[src/rtl/id_ex_reg_pkg.sv]
// Shared pipeline definitions: control-bundle bit positions, opcodes and
// default datapath widths used by the ID/EX stage register and its hazard unit.
package id_ex_reg_pkg;
  localparam int DATA_W_DEF = 32;
  localparam int RA_W_DEF   = 5;
  localparam int OPC_W      = 6;
  localparam int CTRL_W     = 8;

  localparam int CTRL_REGWRITE = 0;
  localparam int CTRL_MEMREAD  = 1;
  localparam int CTRL_MEMWRITE = 2;
  localparam int CTRL_MEMTOREG = 3;
  localparam int CTRL_ALUSRC   = 4;
  localparam int CTRL_REGDST   = 5;
  localparam int CTRL_BRANCH   = 6;
  localparam int CTRL_JUMP     = 7;

  localparam logic [OPC_W-1:0] LW  = 6'b100011;
  localparam logic [OPC_W-1:0] SW  = 6'b101011;
  localparam logic [OPC_W-1:0] ORI = 6'b001101;
endpackage

[src/rtl/id_ex_reg_hazard_detect.sv]
// Load-use hazard detector: a load in EX whose destination feeds the ID
// instruction. Register 0 never creates a dependency.
module hazard_detect
  import id_ex_reg_pkg::*;
#(
  parameter int RA_W = RA_W_DEF
) (
  input  logic            ex_valid,
  input  logic            ex_memread,
  input  logic [RA_W-1:0] ex_rt,
  input  logic            id_valid,
  input  logic [RA_W-1:0] id_rs,
  input  logic [RA_W-1:0] id_rt,
  output logic            load_use
);
  logic w_rt_match;
  logic w_rt_nonzero;

  assign w_rt_nonzero = (ex_rt != '0);
  assign w_rt_match   = (ex_rt == id_rs) | (ex_rt == id_rt);
  assign load_use     = ex_valid & ex_memread & w_rt_nonzero & id_valid & w_rt_match;
endmodule

[src/rtl/id_ex_reg.sv]
// ID/EX pipeline register with flush, stall and one-cycle load-use bubble
// insertion, plus a saturating count of inserted bubbles.
module id_ex_reg
  import id_ex_reg_pkg::*;
#(
  parameter int DATA_W = DATA_W_DEF,
  parameter int RA_W   = RA_W_DEF
) (
  input  logic              clk,
  input  logic              reset,
  input  logic              id_valid,
  input  logic [OPC_W-1:0]  id_opcode,
  input  logic [RA_W-1:0]   id_rs,
  input  logic [RA_W-1:0]   id_rt,
  input  logic [RA_W-1:0]   id_rd,
  input  logic [DATA_W-1:0] id_rs_data,
  input  logic [DATA_W-1:0] id_rt_data,
  input  logic [DATA_W-1:0] id_ext_imm,
  input  logic [CTRL_W-1:0] id_ctrl,
  input  logic              flush,
  input  logic              stall_ex,
  output logic              ex_valid,
  output logic [OPC_W-1:0]  ex_opcode,
  output logic [RA_W-1:0]   ex_rs,
  output logic [RA_W-1:0]   ex_rt,
  output logic [RA_W-1:0]   ex_rd,
  output logic [DATA_W-1:0] ex_rs_data,
  output logic [DATA_W-1:0] ex_rt_data,
  output logic [DATA_W-1:0] ex_ext_imm,
  output logic [CTRL_W-1:0] ex_ctrl,
  output logic              hold_id,
  output logic [15:0]       bubble_cnt
);
  logic              r_valid;
  logic [OPC_W-1:0]  r_opcode;
  logic [RA_W-1:0]   r_rs, r_rt, r_rd;
  logic [DATA_W-1:0] r_rs_data, r_rt_data, r_ext_imm;
  logic [CTRL_W-1:0] r_ctrl;
  logic [15:0]       r_bubble_cnt;
  logic              w_load_use;

  hazard_detect #(.RA_W(RA_W)) u_hazard (
    .ex_valid   (r_valid),
    .ex_memread (r_ctrl[CTRL_MEMREAD]),
    .ex_rt      (r_rt),
    .id_valid   (id_valid),
    .id_rs      (id_rs),
    .id_rt      (id_rt),
    .load_use   (w_load_use)
  );

  always_ff @(posedge clk) begin
    if (reset) begin
      r_valid      <= 1'b0;
      r_opcode     <= '0;
      r_rs         <= '0;
      r_rt         <= '0;
      r_rd         <= '0;
      r_rs_data    <= '0;
      r_rt_data    <= '0;
      r_ext_imm    <= '0;
      r_ctrl       <= '0;
      r_bubble_cnt <= '0;
    end else if (flush) begin
      r_valid <= 1'b0;
      r_ctrl  <= '0;
    end else if (stall_ex) begin
      r_valid <= r_valid;
    end else if (w_load_use) begin
      r_valid <= 1'b0;
      r_ctrl  <= '0;
      if (r_bubble_cnt != 16'hFFFF) r_bubble_cnt <= r_bubble_cnt + 16'd1;
    end else begin
      r_valid   <= id_valid;
      r_opcode  <= id_opcode;
      r_rs      <= id_rs;
      r_rt      <= id_rt;
      r_rd      <= id_rd;
      r_rs_data <= id_rs_data;
      r_rt_data <= id_rt_data;
      r_ext_imm <= id_ext_imm;
      // An empty slot must never carry live control bits into EX.
      r_ctrl    <= id_valid ? id_ctrl : '0;
    end
  end

  assign hold_id    = !reset & !flush & (stall_ex | w_load_use);
  assign ex_valid   = r_valid;
  assign ex_opcode  = r_opcode;
  assign ex_rs      = r_rs;
  assign ex_rt      = r_rt;
  assign ex_rd      = r_rd;
  assign ex_rs_data = r_rs_data;
  assign ex_rt_data = r_rt_data;
  assign ex_ext_imm = r_ext_imm;
  assign ex_ctrl    = r_ctrl;
  assign bubble_cnt = r_bubble_cnt;
endmodule
[config.mk]
export PLATFORM = sky130hd
export DESIGN_NAME = id_ex_reg
export DESIGN_NICKNAME = d
export VERILOG_FILES = /design/src/rtl/id_ex_reg_pkg.sv /design/src/rtl/id_ex_reg_hazard_detect.sv /design/src/rtl/id_ex_reg.sv
export SDC_FILE = /design/constraint.sdc
export NUM_CORES = 1
export LEC_CHECK = 0
export BUFFER_PORTS_ARGS = -buffer_cell sky130_fd_sc_hd__buf_4
export CORE_ASPECT_RATIO = 0.5
export CORE_MARGIN = 4
export CORE_UTILIZATION = 42
export CTS_BUF_LIST = sky130_fd_sc_hd__clkbuf_8
export CTS_CLUSTER_SIZE = 30
export DETAILED_ROUTE_END_ITERATION = 8
export PLACE_DENSITY_LB_ADDON = 0.08
export SLEW_MARGIN = 10
export SYNTH_ARGS = -nofsm -noshare
export SYNTH_HDL_FRONTEND = slang
export SYNTH_SLANG_ARGS = --single-unit
[constraint.sdc]
create_clock -name clk -period 1.9 [get_ports clk]
set_clock_uncertainty 0.05 [all_clocks]
set_input_delay 0 -clock clk [delete_from_list [all_inputs] [get_ports clk]]
set_output_delay 0 -clock clk [all_outputs]
set_load 0.01 [all_outputs]
==> flow_summary.toml, run 1 <==
[timing]
slew_violations = 0
setup_viol = 143
relSlewSlack = 0.680
finalSetupTns_ns = -26.98
holdWs_ns = 0.0427
fmax_ghz = 0.460
fin_crit_sh = 1.14
hold_viol = 0
min_period_ns = 2.17
finalWorstSetupSlack_ns = -0.272
rsz0062_at_grt = "true"
worstMarginPinSlew_ns = 0.480

[grt]
antenna_found_initial = 0
grtUsageTotal = 0.264
grt_pass1_vias = 6389
grt_max_degree = 95
grt-ovfl-total = 0
grt_first_pass_wirelength_mm = 31.6

[synthesis]
yosysMostFrequentCell = "nand2_1"
synth_top_area_cell = "dfxtp_1"
synth_edf_count = 0
ys_types = 43
synth_area_leaders = "dfxtp_1 54%, nand2_1 17%, a21oi_1 12%"
synth_nets = 786
synthesis.area_sq_um = 5310
synthesis.instances = 655
ys_seq_area_frac = 0.535
synth-seq-cells = 142
syn_area_per_cell_sq_um = 8.11
synthArstFlopShare = 0
yosysWarnings = 0
synth_common_cells = "245 x nand2_1, 142 x dfxtp_1, 123 x a21oi_1, 24 x clkbuf_1, 14 x nor2_1"
synth_ff_type = "dfxtp_1"
synth_top_cell_area_share = 0.535

[final_layout]
layout.nets = 1222
stdcell_count = 1268
seqCellArea_sq_um = 2860
drive_gt1_frac = 0.371
num_antenna_cells = 0
multiInputGateArea_sq_um = 2370
area_delta_synth_final_pct = 85.4
post-route-cell-area_sq_um = 9840
fill_cells = 743

[floorplanning]
die_area_sq_um = 14600
core_area_sq_um = 12100
std_cell_rows = 28
start_util = 0.439
die_x_microns = 167
num_io_pins = 273
die_y_microns = 87.5

[clocking]
htreeDepth = 4
path_clk_slew_ns = 0.08
clk-insertion-delay-late_ns = 0.42
clockRootBuffer = "clkbuf_8"
numCtsBuffers = 17
cts_max_path_buffers = 2
cts_sinks = 142
cts_tree = "yes"

[critical_path]
r2r-end = "ex_rt_data[8]$_SDFFE_PP0P_"
cp.required_ns = 2.19
reg2reg_depth = 8
crit_arrival_ns = 2.47
path_class = "reg2reg"
r2r_start = "ex_rt[0]$_SDFFE_PP0P_"
end_kind = "flop"
r2r_slack_ns = -0.27
setup.worst_path.start_class = "flop"
cp_max_fo = 16

[detailed_routing]
drt-met1-wl_mm = 8.19
drtPass1Iterations = 5
drc = 0
drt_iter0_drc = 449
ant_nets = 0
wl_met3_mm = 1.65
dr_wl_met2_mm = 10.2
routedWlPerCell_microns = 16.1
wl_mm = 20.4
vias = 6235
highest_layer = "met4"
vias_per_cell = 4.92

[place]
placed_area_sq_um = 7840
place_hpwl_mm = 11.6
portBuffers = 272
place_congestion = 0.795
placedCellCount = 1095

[outcome]
outcome = "complete, but fails checks"
violations = "negative setup slack"

[hold_path]
holdPathStages = 3
min_to = "ex_rs[3]$_SDFFE_PP0P_"
hold_path.class = "in2reg"
hold_start = "reset"

[power_and_ir_drop]
power_uw = 6670
power.density_nw_per_um2 = 678
p_leak_uw = 0.00436
peakVddDrop_mv = 0.436

[job]
drv_cap = 0
## per-layer routing
layer,global-route usage,vias up
met5,0,-
met4,0.102,0
met3,0.0830,41
met2,0.478,235
met1,0.298,2926
li1,-,3033
## sequential cells by signal, indices dropped and copies added, names as in the netlist
name	cells
bubble_cnt	16
ex_ctrl	8
ex_ext_imm	32
ex_opcode	6
ex_rd	5
ex_rs	5
ex_rs_data	32
ex_rt	5
ex_rt_data	32
ex_valid	1
## cell type report
cell class	instances	area share
clock inverter	14	0.0147
multi-input combinational	465	0.241
sequential	142	0.290
clock buffer	17	0.0238
inverter	4	0.00153
tap	165	0.0210
timing repair buffer	461	0.408
## logic make-up (layout without fill, tap and decap cells)
family | after synthesis | count (layout) | share of synthesized area
AO/OA/AOI/OAI | 146 | 146 | 0.153
XOR/XNOR | 11 | 11 | 0.0181
adder cells (fa/ha/maj) | 1 | 1 | 0.00236
buffers and inverters | 48 | 496 | 0.0462
flip-flops | 142 | 142 | 0.535
multiplexers | 7 | 7 | 0.0148
AND/OR/NAND/NOR | 300 | 300 | 0.230
## cell usage in the layout, fill, tap and decap left out, types with 4 or more instances in the layout
| cell type | synthesis | layout |
|---|---|---|
| dfxtp_1 | 142 | 134 |
| nand2_1 | 245 | 237 |
| dlygate4sd3_1 | 0 | 126 |
| buf_12 | 0 | 7 |
| dfxtp_2 | 0 | 6 |
| buf_6 | 1 | 6 |
| inv_1 | 3 | 4 |
| nand2_2 | 0 | 7 |
| buf_4 | 2 | 314 |
| clkbuf_8 | 0 | 17 |
| nand4_1 | 7 | 7 |
| nor2_1 | 14 | 13 |
| a22o_1 | 8 | 8 |
| nor2b_1 | 7 | 7 |
| a21oi_2 | 0 | 5 |
| mux2_4 | 0 | 6 |
| xnor2_1 | 11 | 10 |
| a21oi_1 | 123 | 118 |
| nand3_1 | 8 | 5 |
## repair_timing
| action | in CTS | in global routing |
|---|---|---|
| gates resized for setup | 18 | 20 |
| setup endpoints to repair | 141 | 143 |
| gates cloned | 3 | 3 |
| pin swaps | 10 | 2 |
| hold buffers | 126 | 0 |
| endpoints found under the hold margin | 126 | 0 |
| setup buffers | 8 | 2 |
## how the worst max path moves through the flow
| stage | to | startpoint | slack [ns] | cells after the start |
|---|---|---|---|---|
| after floorplan | bubble_cnt[14]$_SDFFE_PP0P_ | ex_rt[1]$_SDFFE_PP0P_ | -0.11 | 7 |
| after global placement | ex_rs_data[17]$_SDFFE_PP0P_ | ex_rt[1]$_SDFFE_PP0P_ | -0.18 | 7 |
| after detailed placement | ex_ext_imm[17]$_SDFFE_PP0P_ | ex_rt[1]$_SDFFE_PP0P_ | -0.25 | 8 |
| after CTS | hold_id | ex_rt[0]$_SDFFE_PP0P_ | -0.20 | 6 |
| after global routing | ex_rt_data[8]$_SDFFE_PP0P_ | ex_rt[0]$_SDFFE_PP0P_ | -0.42 | 8 |
| final | ex_rt_data[8]$_SDFFE_PP0P_ | ex_rt[0]$_SDFFE_PP0P_ | -0.27 | 8 |
## through the flow
step,utilization,worst slack [ns]
floorplan,-,-0.110
CTS,0.801,-0.204
global route,0.814,-0.418
detailed placement,0.648,-0.248
global placement,0.648,-0.182
finish,0.814,-0.272
## power breakdown
group | internal [uW] | total (uW) | switching [uW]
registers | 3090 | 3160 | 67.7
clock network | 1160 | 2350 | 1190
logic | 664 | 1160 | 496
## worst max-delay path, cell delays in order (launching register included)
cell and delay [ns]:
dfxtp_4 0.35, or4_4 0.54, o2111ai_4 0.23, inv_2 0.10, a21boi_4 0.20, buf_4 0.19, clkbuf_16 0.19, nand2_1 0.07
a21oi_1 0.17
No activity file was read; power rests on OpenSTA's default activity.
==> run 2, diff against run 1 <==
--- a/config.mk
+++ b/config.mk
@@ -6,9 +6,11 @@
 export NUM_CORES = 1
 export LEC_CHECK = 0
 export BUFFER_PORTS_ARGS = -buffer_cell sky130_fd_sc_hd__buf_4
+export CELL_PAD_IN_SITES_DETAIL_PLACEMENT = 1
+export CELL_PAD_IN_SITES_GLOBAL_PLACEMENT = 2
 export CORE_ASPECT_RATIO = 0.5
-export CORE_MARGIN = 4
-export CORE_UTILIZATION = 42
+export CORE_MARGIN = 2
+export CORE_UTILIZATION = 22
 export CTS_BUF_LIST = sky130_fd_sc_hd__clkbuf_8
 export CTS_CLUSTER_SIZE = 30
 export DETAILED_ROUTE_END_ITERATION = 8
==> flow_summary.toml, run 2 (synthesis results as in run 1) <==
[timing]
rsz0062_at_grt = "true"
hold_viol = 0
setup_viol = 143
relSlewSlack = 0.749
worstMarginPinSlew_ns = 0.377
min_period_ns = 2.18
fmax_ghz = 0.460
finalWorstSetupSlack_ns = -0.275
slew_violations = 0
fin_crit_sh = 1.14

[critical_path]
cp.required_ns = 2.26
crit_arrival_ns = 2.53
r2r_slack_ns = -0.28
r2r_start = "ex_rt[1]$_SDFFE_PP0P_"
end_kind = "flop"
path_class = "reg2reg"
reg2reg_depth = 9
setup.worst_path.start_class = "flop"
cp_max_fo = 6
r2r-end = "ex_rs_data[13]$_SDFFE_PP0P_"

[floorplanning]
die_x_microns = 224
std_cell_rows = 40
die_y_microns = 114
num_io_pins = 273
start_util = 0.223
core_area_sq_um = 23800
die_area_sq_um = 25500

[outcome]
violations = "negative setup slack"
outcome = "complete, but fails checks"

[power_and_ir_drop]
power.density_nw_per_um2 = 620
power_uw = 6550
p_leak_uw = 0.00458
peakVddDrop_mv = 0.350

[grt]
grt-ovfl-total = 0
grt_first_pass_wirelength_mm = 34.0
grtUsageMet2 = 0.310
use_met3 = 0.0538
antenna_found_initial = 0
grt_pass1_vias = 6416
gr-usage-met1 = 0.202
busiest_layer = "met2"
grtUsageTotal = 0.174
grt_max_degree = 65

[detailed_routing]
routedWlPerCell_microns = 16.4
drc = 0
vias_per_cell = 4.34
vias = 6179
wl_mm = 23.3
drt_iter0_drc = 203
drtPass1Iterations = 4
ant_nets = 0

[job]
drv_cap = 0

[final_layout]
drive_gt1_frac = 0.448
area_delta_synth_final_pct = 98.8
fin_util = 0.443
post-route-cell-area_sq_um = 10600
fill_cells = 2717
layout.nets = 1230
layout_commonest_cell = "buf_4"
num_antenna_cells = 0
final_cell_mix = "314 x buf_4, 207 x nand2_1, 135 x dfxtp_1"
stdcell_count = 1423

[clocking]
cts_tree = "yes"
cts_sinks = 142
numCtsBuffers = 17
htreeDepth = 4
path_clk_slew_ns = 0.08
clockRootBuffer = "clkbuf_8"
cts_max_path_buffers = 2
clk-insertion-delay-late_ns = 0.47

[place]
place_hpwl_mm = 14.2
placedCellCount = 1246
portBuffers = 272
place_congestion = 0.698
placed_area_sq_um = 8020

[hold_path]
holdPathStages = 6
hold_path.class = "in2reg"
min_to = "ex_valid$_SDFFE_PN0N_"
hold_start = "flush"
-- run 2: changes by cell type in the layout (fill, tap and decap cells not counted), moves of 4 or more --
| cell | previous run | this run |
|---|---|---|
| nand2_1 | 237 | 207 |
| a21oi_1 | 118 | 67 |
| nand2_4 | 1 | 18 |
| inv_1 | 4 | 9 |
| nand2_2 | 7 | 20 |
| xnor2_1 | 10 | 4 |
| a21oi_2 | 5 | 56 |
| xnor2_2 | 1 | 7 |
| clkbuf_16 | 3 | 7 |
-- run 2: per-layer routing --
layer / routed length, microns / vias to the layer above / share of wire
met2: 11900 / 113 / 0.51
met5: 0 / - / 0
met1: 10100 / 3007 / 0.43
met4: 265 / 0 / 0.011
li1: - / 3042 / -
met3: 1090 / 17 / 0.047
-- run 2: worst max-delay path, cell delays in order (launching register included) --
cell and delay (ns):
dfxtp_4 0.34, or4_4 0.53, o2111ai_4 0.23, buf_6 0.14, inv_6 0.03, a21boi_4 0.20, clkbuf_16 0.23, buf_16 0.16
nand2_4 0.06, a21oi_2 0.12
-- run 2: power by group --
part           switching, uW  internal [uW]
sequential              62.5           3090
clock                   1160            943
combinational            567            727
total                   1790           4760
-- run 2: cell type report --
| class | instances | area (sq um) | share of cell area |
|---|---|---|---|
| tap | 315 | 394 | 0.0373 |
| sequential | 142 | 2850 | 0.270 |
| clock inverter | 8 | 32.5 | 0.00308 |
| inverter | 4 | 20.0 | 0.00190 |
| timing repair buffer | 469 | 4190 | 0.397 |
| clock buffer | 20 | 275 | 0.0261 |
| multi-input combinational | 465 | 2790 | 0.265 |
-- run 2: what timing repair did --
action | in CTS | in global routing
cloned | 4 | 8
endpoints found under the hold margin | 134 | 0
pin swaps | 15 | 41
gates resized for setup | 47 | 104
buffers inserted | 6 | 6
hold buffers | 128 | 0
endpoints found under the setup margin | 143 | 143
-- run 2: how the worst max path moves through the flow --
stage	depth (start not counted)	from	endpoint
floorplan	7	ex_rt[1]$_SDFFE_PP0P_	bubble_cnt[14]$_SDFFE_PP0P_
global placement	7	ex_rt[1]$_SDFFE_PP0P_	bubble_cnt[8]$_SDFFE_PP0P_
detailed placement	7	ex_rt[1]$_SDFFE_PP0P_	bubble_cnt[8]$_SDFFE_PP0P_
CTS	7	ex_rt[1]$_SDFFE_PP0P_	hold_id
global route	9	ex_rt[0]$_SDFFE_PP0P_	ex_rt_data[3]$_SDFFE_PP0P_
finish	9	ex_rt[1]$_SDFFE_PP0P_	ex_rs_data[13]$_SDFFE_PP0P_
-- run 2: stage by stage --
stage                     setup slack (ns)  setup TNS (ns)  hold slack, ns
after floorplan                     -0.110           -5.09          0.0756
after global placement              -0.292          -29.37           0.167
after detailed placement            -0.334          -36.37           0.172
after CTS                           -0.293          -28.98          0.0452
after global routing                -0.361          -44.44           0.108
final                               -0.275          -32.00          0.0902
